[src/rtl/uart_word_streamer.sv]
// -----------------------------------------------------------------------------
// uart_word_streamer
//
// Streams a block of words from a synchronous-read memory onto a UART line,
// one byte per frame, then appends a fixed terminator word. It is the on-chip
// loader source that feeds instruction images to a UART boot receiver.
//
// Frame: start bit (0), 8 data bits LSB first, [even parity], stop bit (1).
// Every bit lasts CLKS_PER_BIT clocks.
//
// Optional feature macro:
//   UART_STREAM_PARITY_EN - when defined, an even-parity bit (XOR of the 8 data
//                           bits) is sent between data bit 7 and the stop bit.
//                           When undefined, frames are 8N1 only.
//
// Parameters:
//   CLKS_PER_BIT  clocks per UART bit (>= 2)
//   WORD_W        word width, multiple of 8
//   MSB_FIRST     1: most significant byte sent first, 0: least significant
//   CNT_W         width of word count and read address
//   TERMINATOR    word sent after the block (zero-extended/truncated to WORD_W)
//
// Ports:
//   clk_i         clock
//   rst_i         asynchronous active-high reset
//   start_i       one-cycle start request, ignored while busy_o is high
//   word_count_i  number of words to send, sampled with start_i
//   rd_en_o       memory read strobe, one cycle per word
//   rd_addr_o     memory word address
//   rd_data_i     memory read data, valid one cycle after rd_en_o
//   tx_o          UART serial output, idle high
//   busy_o        high while a stream is in progress
//   done_o        one-cycle pulse after the terminator's stop bit
// -----------------------------------------------------------------------------
module uart_word_streamer #(
    parameter int unsigned CLKS_PER_BIT = 86,
    parameter int unsigned WORD_W       = 32,
    parameter bit          MSB_FIRST    = 1'b1,
    parameter int unsigned CNT_W        = 16,
    parameter logic [31:0] TERMINATOR   = 32'h0000_0FFF
) (
    input  logic              clk_i,
    input  logic              rst_i,
    input  logic              start_i,
    input  logic [CNT_W-1:0]  word_count_i,
    output logic              rd_en_o,
    output logic [CNT_W-1:0]  rd_addr_o,
    input  logic [WORD_W-1:0] rd_data_i,
    output logic              tx_o,
    output logic              busy_o,
    output logic              done_o
);

    localparam int unsigned NBYTES = WORD_W / 8;
    localparam int unsigned BAUD_W = (CLKS_PER_BIT > 1) ? $clog2(CLKS_PER_BIT) : 1;
    localparam int unsigned BYTE_W = (NBYTES > 1) ? $clog2(NBYTES) : 1;

    localparam logic [BAUD_W-1:0] BAUD_LAST = BAUD_W'(CLKS_PER_BIT - 1);
    localparam logic [BYTE_W-1:0] BYTE_LAST = BYTE_W'(NBYTES - 1);

    // Widen first so the terminator can be either zero-extended or truncated.
    localparam logic [WORD_W+31:0] TERM_EXT  = {{WORD_W{1'b0}}, TERMINATOR};
    localparam logic [WORD_W-1:0]  TERM_WORD = TERM_EXT[WORD_W-1:0];

    typedef enum logic [2:0] {
        S_IDLE,
        S_FETCH,
        S_LOAD,
        S_START,
        S_DATA,
`ifdef UART_STREAM_PARITY_EN
        S_PARITY,
`endif
        S_STOP,
        S_DONE
    } state_t;

    // Byte that goes out next from a word, according to byte order.
    function automatic logic [7:0] first_byte(input logic [WORD_W-1:0] w);
        if (MSB_FIRST) begin
            first_byte = w[WORD_W-1 -: 8];
        end else begin
            first_byte = w[7:0];
        end
    endfunction

    // Word with the byte just sent shifted out.
    function automatic logic [WORD_W-1:0] next_word(input logic [WORD_W-1:0] w);
        if (MSB_FIRST) begin
            next_word = w << 8;
        end else begin
            next_word = w >> 8;
        end
    endfunction

`ifdef UART_STREAM_PARITY_EN
    // Even parity over one data byte.
    function automatic logic even_parity(input logic [7:0] b);
        even_parity = ^b;
    endfunction
`endif

    state_t             state_q;
    logic [BAUD_W-1:0]  baud_q;
    logic [2:0]         bit_q;
    logic [BYTE_W-1:0]  byte_cnt_q;
    logic [WORD_W-1:0]  word_q;
    logic [7:0]         byte_q;
    logic [CNT_W-1:0]   idx_q;
    logic [CNT_W-1:0]   count_q;
    logic               term_q;
    logic               tx_q;
    logic               rd_en_q;
    logic [CNT_W-1:0]   rd_addr_q;
    logic               busy_q;
    logic               done_q;
`ifdef UART_STREAM_PARITY_EN
    logic               parity_q;
`endif

    logic               bit_end;
    logic [CNT_W-1:0]   idx_d;
    logic [WORD_W-1:0]  load_word;

    assign bit_end   = (baud_q == BAUD_LAST);
    assign idx_d     = idx_q + CNT_W'(1);
    // The terminator replaces memory data whenever the block is exhausted.
    assign load_word = term_q ? TERM_WORD : rd_data_i;

    // Stream controller: state, bit timer, shift registers and all outputs.
    always_ff @(posedge clk_i or posedge rst_i) begin
        if (rst_i) begin
            state_q    <= S_IDLE;
            baud_q     <= '0;
            bit_q      <= 3'd0;
            byte_cnt_q <= '0;
            word_q     <= '0;
            byte_q     <= 8'd0;
            idx_q      <= '0;
            count_q    <= '0;
            term_q     <= 1'b0;
            tx_q       <= 1'b1;
            rd_en_q    <= 1'b0;
            rd_addr_q  <= '0;
            busy_q     <= 1'b0;
            done_q     <= 1'b0;
`ifdef UART_STREAM_PARITY_EN
            parity_q   <= 1'b0;
`endif
        end else begin
            done_q <= 1'b0;
            case (state_q)
                S_IDLE: begin
                    rd_en_q <= 1'b0;
                    tx_q    <= 1'b1;
                    if (start_i) begin
                        count_q   <= word_count_i;
                        idx_q     <= '0;
                        rd_addr_q <= '0;
                        // An empty block still passes through FETCH (without a
                        // read) so the first start bit keeps the same latency.
                        rd_en_q   <= (word_count_i != '0);
                        term_q    <= (word_count_i == '0);
                        busy_q    <= 1'b1;
                        state_q   <= S_FETCH;
                    end
                end

                S_FETCH: begin
                    rd_en_q <= 1'b0;
                    state_q <= S_LOAD;
                end

                S_LOAD: begin
                    byte_q     <= first_byte(load_word);
                    word_q     <= next_word(load_word);
`ifdef UART_STREAM_PARITY_EN
                    parity_q   <= even_parity(first_byte(load_word));
`endif
                    byte_cnt_q <= '0;
                    baud_q     <= '0;
                    tx_q       <= 1'b0;
                    state_q    <= S_START;
                end

                S_START: begin
                    if (bit_end) begin
                        baud_q  <= '0;
                        bit_q   <= 3'd0;
                        tx_q    <= byte_q[0];
                        state_q <= S_DATA;
                    end else begin
                        baud_q  <= baud_q + BAUD_W'(1);
                    end
                end

                S_DATA: begin
                    if (bit_end) begin
                        baud_q <= '0;
                        if (bit_q == 3'd7) begin
`ifdef UART_STREAM_PARITY_EN
                            tx_q    <= parity_q;
                            state_q <= S_PARITY;
`else
                            tx_q    <= 1'b1;
                            state_q <= S_STOP;
`endif
                        end else begin
                            bit_q  <= bit_q + 3'd1;
                            byte_q <= byte_q >> 1;
                            tx_q   <= byte_q[1];
                        end
                    end else begin
                        baud_q <= baud_q + BAUD_W'(1);
                    end
                end

`ifdef UART_STREAM_PARITY_EN
                S_PARITY: begin
                    if (bit_end) begin
                        baud_q  <= '0;
                        tx_q    <= 1'b1;
                        state_q <= S_STOP;
                    end else begin
                        baud_q  <= baud_q + BAUD_W'(1);
                    end
                end
`endif

                S_STOP: begin
                    if (bit_end) begin
                        baud_q <= '0;
                        if (byte_cnt_q != BYTE_LAST) begin
                            // Next byte of the same word follows immediately.
                            byte_cnt_q <= byte_cnt_q + BYTE_W'(1);
                            byte_q     <= first_byte(word_q);
                            word_q     <= next_word(word_q);
`ifdef UART_STREAM_PARITY_EN
                            parity_q   <= even_parity(first_byte(word_q));
`endif
                            tx_q       <= 1'b0;
                            state_q    <= S_START;
                        end else if (term_q) begin
                            done_q  <= 1'b1;
                            busy_q  <= 1'b0;
                            state_q <= S_DONE;
                        end else if (idx_d == count_q) begin
                            // Block exhausted: terminator needs no memory read.
                            idx_q   <= idx_d;
                            term_q  <= 1'b1;
                            state_q <= S_LOAD;
                        end else begin
                            idx_q     <= idx_d;
                            rd_addr_q <= idx_d;
                            rd_en_q   <= 1'b1;
                            state_q   <= S_FETCH;
                        end
                    end else begin
                        baud_q <= baud_q + BAUD_W'(1);
                    end
                end

                // One cycle with done_o high; start_i is not sampled here.
                S_DONE: begin
                    state_q <= S_IDLE;
                end

                default: begin
                    state_q <= S_IDLE;
                    tx_q    <= 1'b1;
                    rd_en_q <= 1'b0;
                    busy_q  <= 1'b0;
                end
            endcase
        end
    end

    assign tx_o      = tx_q;
    assign rd_en_o   = rd_en_q;
    assign rd_addr_o = rd_addr_q;
    assign busy_o    = busy_q;
    assign done_o    = done_q;

endmodule
[config.mk]
export PLATFORM = sky130hd
export DESIGN_NAME = uart_word_streamer
export DESIGN_NICKNAME = d
export VERILOG_FILES = /design/src/rtl/uart_word_streamer.sv
export SDC_FILE = /design/constraint.sdc
export NUM_CORES = 1
export LEC_CHECK = 0
export BUFFER_PORTS_ARGS = -buffer_cell sky130_fd_sc_hd__buf_2
export CORE_UTILIZATION = 55
export CTS_BUF_LIST = sky130_fd_sc_hd__clkbuf_8
export DETAILED_ROUTE_END_ITERATION = 6
export PLACE_DENSITY = 0.79
export SKIP_LAST_GASP = 1
export SYNTH_ARGS = -nofsm -noshare
export SYNTH_HDL_FRONTEND = slang
export SYNTH_SLANG_ARGS = --single-unit
[constraint.sdc]
create_clock -name clk_i -period 3.4 [get_ports clk_i]
set_input_delay 0.85 -clock clk_i [delete_from_list [all_inputs] [get_ports clk_i]]
set_output_delay 0.85 -clock clk_i [all_outputs]
set_load 0.1 [all_outputs]
==> out/metrics.cfg <==
[run_status]
outcome = finished, final reports clean

[synth]
ys_warn_count = 0
synth_cell_type_count = 67
ys.flop_type = dfrtp_1
yosysSeqAreaShare_pct = 43.9
avgSynthCellArea_um2 = 9.33
synth_edf_count = 0
synthesis.nets = 669
synth-async-reset-ratio_pct = 100
synthesis.area_um2 = 5710
syn-instance-count = 612
ys_ff_latch = 100

[final_layout]
drive_gt1_share_pct = 22.0
mostFrequentLayoutCells = dfrtp_1 (99), buf_2 (70), nand2_1 (66)
area_growth_syn_to_layout_pct = 11.0
final_common_cell = dfrtp_1
nFillCells = 856
layout.nets = 725
diodes = 0
stdcell_count = 806

[worst_setup_path]
endpoint_kind = flip-flop
critical_path_arrival_ns = 3.30
ff2ff_path_depth = 9
start_kind = flip-flop
path_class = flip-flop to flip-flop
path_max_fanout = 16
critPathRequiredTime_ns = 3.67

[timing]
relSlewSlack_pct = 28.3
post-route-period-util_pct = 89.2
hold_viol = 0
period_needed_ns = 3.03
finalSetupViolCount = 0
final_max_slew_viol_count = 0
fin_skew_ns = 0.0162
setup_tns_ns = 0
grt_setup_unrepaired = false
worst_pin_slew_ns = 1.07
max_freq_ghz = 0.330

[clocking]
clk_latency_ns = 0.40
numCtsBuffers = 9
clkTransAtPathRegs_ns = 0.10
clock_path_buffers = 2
cts_resized = 0
cts_sinks = 100
tritoncts = yes
post_cts.repair.setup_buffers = 0
cts_max_level = 3
cts_hold_buf = 0
clock-root-buffer = clkbuf_8

[route]
final_antenna_net_count = 0
drt_wl_total_um = 13600
wl_per_cell_um = 16.9
dr.pass1.iters = 4
drtIter0Drc = 216
routed_via_density = 5.88
vias = 4736
drc_errors = 0

[global_routing]
grt_pass1_vias = 4581
grt_pass1_wl_um = 22800
busiest_layer = met2
track_usage_pct = 26.7
grt_max_degree = 70
antenna_found_initial = 0
grtUsageMet1_pct = 34.5
gr-usage-met3_pct = 6.52
met2_usage_pct = 43.8
grt_overflow = 0

[placed_design]
hpwl_um = 9700
place.port_buffers = 70
finalWeightedCongestion = 0.908
dpl.cell_count = 790

[run]
maxCapViolations = 0

[min_path]
worstHoldPathCells = 2
hp-class = flip-flop to flip-flop

[floorplanning]
fp-row-count = 36
core_area_um2 = 9910
pin_count = 71
dieArea_um2 = 10800
die_w_um = 104
die_y_um = 104
start_util_pct = 57.6

[power]
powerDensity_nw_per_um2 = 735
leakagePower_nw = 2.87
irDropWorstVdd_mv = 0.811

logic make-up after synthesis:
family	Yosys count	share of synthesized area, %
fa+ha+maj	7	1.49
simple gates	201	18.4
xor+xnor	28	4.56
flops	100	43.9
compound gates	162	17.7
mux	35	6.55
buf+inv	79	7.41
where the power goes:
group	total, mW	switching (mW)	leakage [nW]	internal, mW
Combinational	1.89	1.13	1.46	0.754
Sequential	1.94	0.384	1.30	1.56
Clock	0.832	0.459	0.109	0.373
Total	4.66	1.97	2.87	2.68
cell type report:
cell class	count	area [um2]	share of cell area, %
flip-flops and latches	100	2500	39.5
inverters	34	131	2.07
clock buffers	10	138	2.17
multi-input cells	433	2790	44.1
well taps	133	166	2.63
clock inverters	6	76.3	1.20
repair buffers	90	526	8.30
through the flow:
stage	instance area, um2	utilization (%)	hold WS [ns]	setup WS, ns	power (mW)
floorplan	5710	-	0.433	0.484	3.38
global placement	6120	61.8	0.446	0.457	3.78
detailed placement	6120	61.8	0.450	0.389	3.84
CTS	6330	63.9	0.474	0.364	4.67
global route	6330	63.9	0.496	0.158	4.98
finish	6330	63.9	0.474	0.367	4.66
flip-flops by register name, indices dropped and copies added, names as in the netlist, 2 cells and up:
register	cells
rd_addr_o	16
count_q	16
word_q	24
state_q	3
idx_q	16
baud_q	7
byte_cnt_q	2
byte_q	8
bit_q	3
synth_stat cells (4+ instances only):
library cell   n  area share (%)
dfrtp_1       99              43
nand2_1       66             4.3
o21ai_0       63             5.5
inv_1         34             2.2
a21oi_1       32             2.8
nor2_1        31             2.0
clkbuf_1      28             1.8
mux2_2        19             3.7
o22ai_1       18             2.0
xnor2_1       18             2.8
mux2i_1       16             2.8
nand3_1       15             1.3
and3_1        14             1.5
nor4_1        12             1.3
nand4_1       11             1.2
or3_1         11             1.2
a31oi_1       10             1.1
o31ai_1        9             1.2
xor2_1         9             1.4
nor3_1         8            0.70
ha_1           6             1.3
buf_6          5            0.99
clkbuf_8       5             1.2
nand2b_1       5            0.55
and2_1         4            0.44
nor2b_1        4            0.44
critical path: stages, from the launching register on:
cell	delay (ns)
dfrtp_1	0.46
ha_1	0.34
nand4_1	0.25
nor4_1	0.24
o32ai_1	0.12
or4b_1	0.52
or4b_4	0.56
o21ai_4	0.16
buf_12	0.16
o22ai_1	0.09
worst paths after layout:
kind | slack [ns] | start | endpoint
worst max register to register | 0.37 | idx_q[1] | rd_addr_o[0]
worst min register to register | 0.47 | word_q[9] | word_q[9]
min in group asynchronous | 0.53 | rst_i | count_q[1]
max in group asynchronous | 2.52 | rst_i | idx_q[13]
worst max-delay path | 0.37 | idx_q[1] | rd_addr_o[0]
worst min-delay path | 0.47 | word_q[9] | word_q[9]
metal layers:
layer	vias up	wire length, um
met5	-	0
met4	0	269
met3	25	579
met2	122	6730
met1	2288	6060
li1	2301	-
No activity file was read; power rests on OpenSTA's default activity.
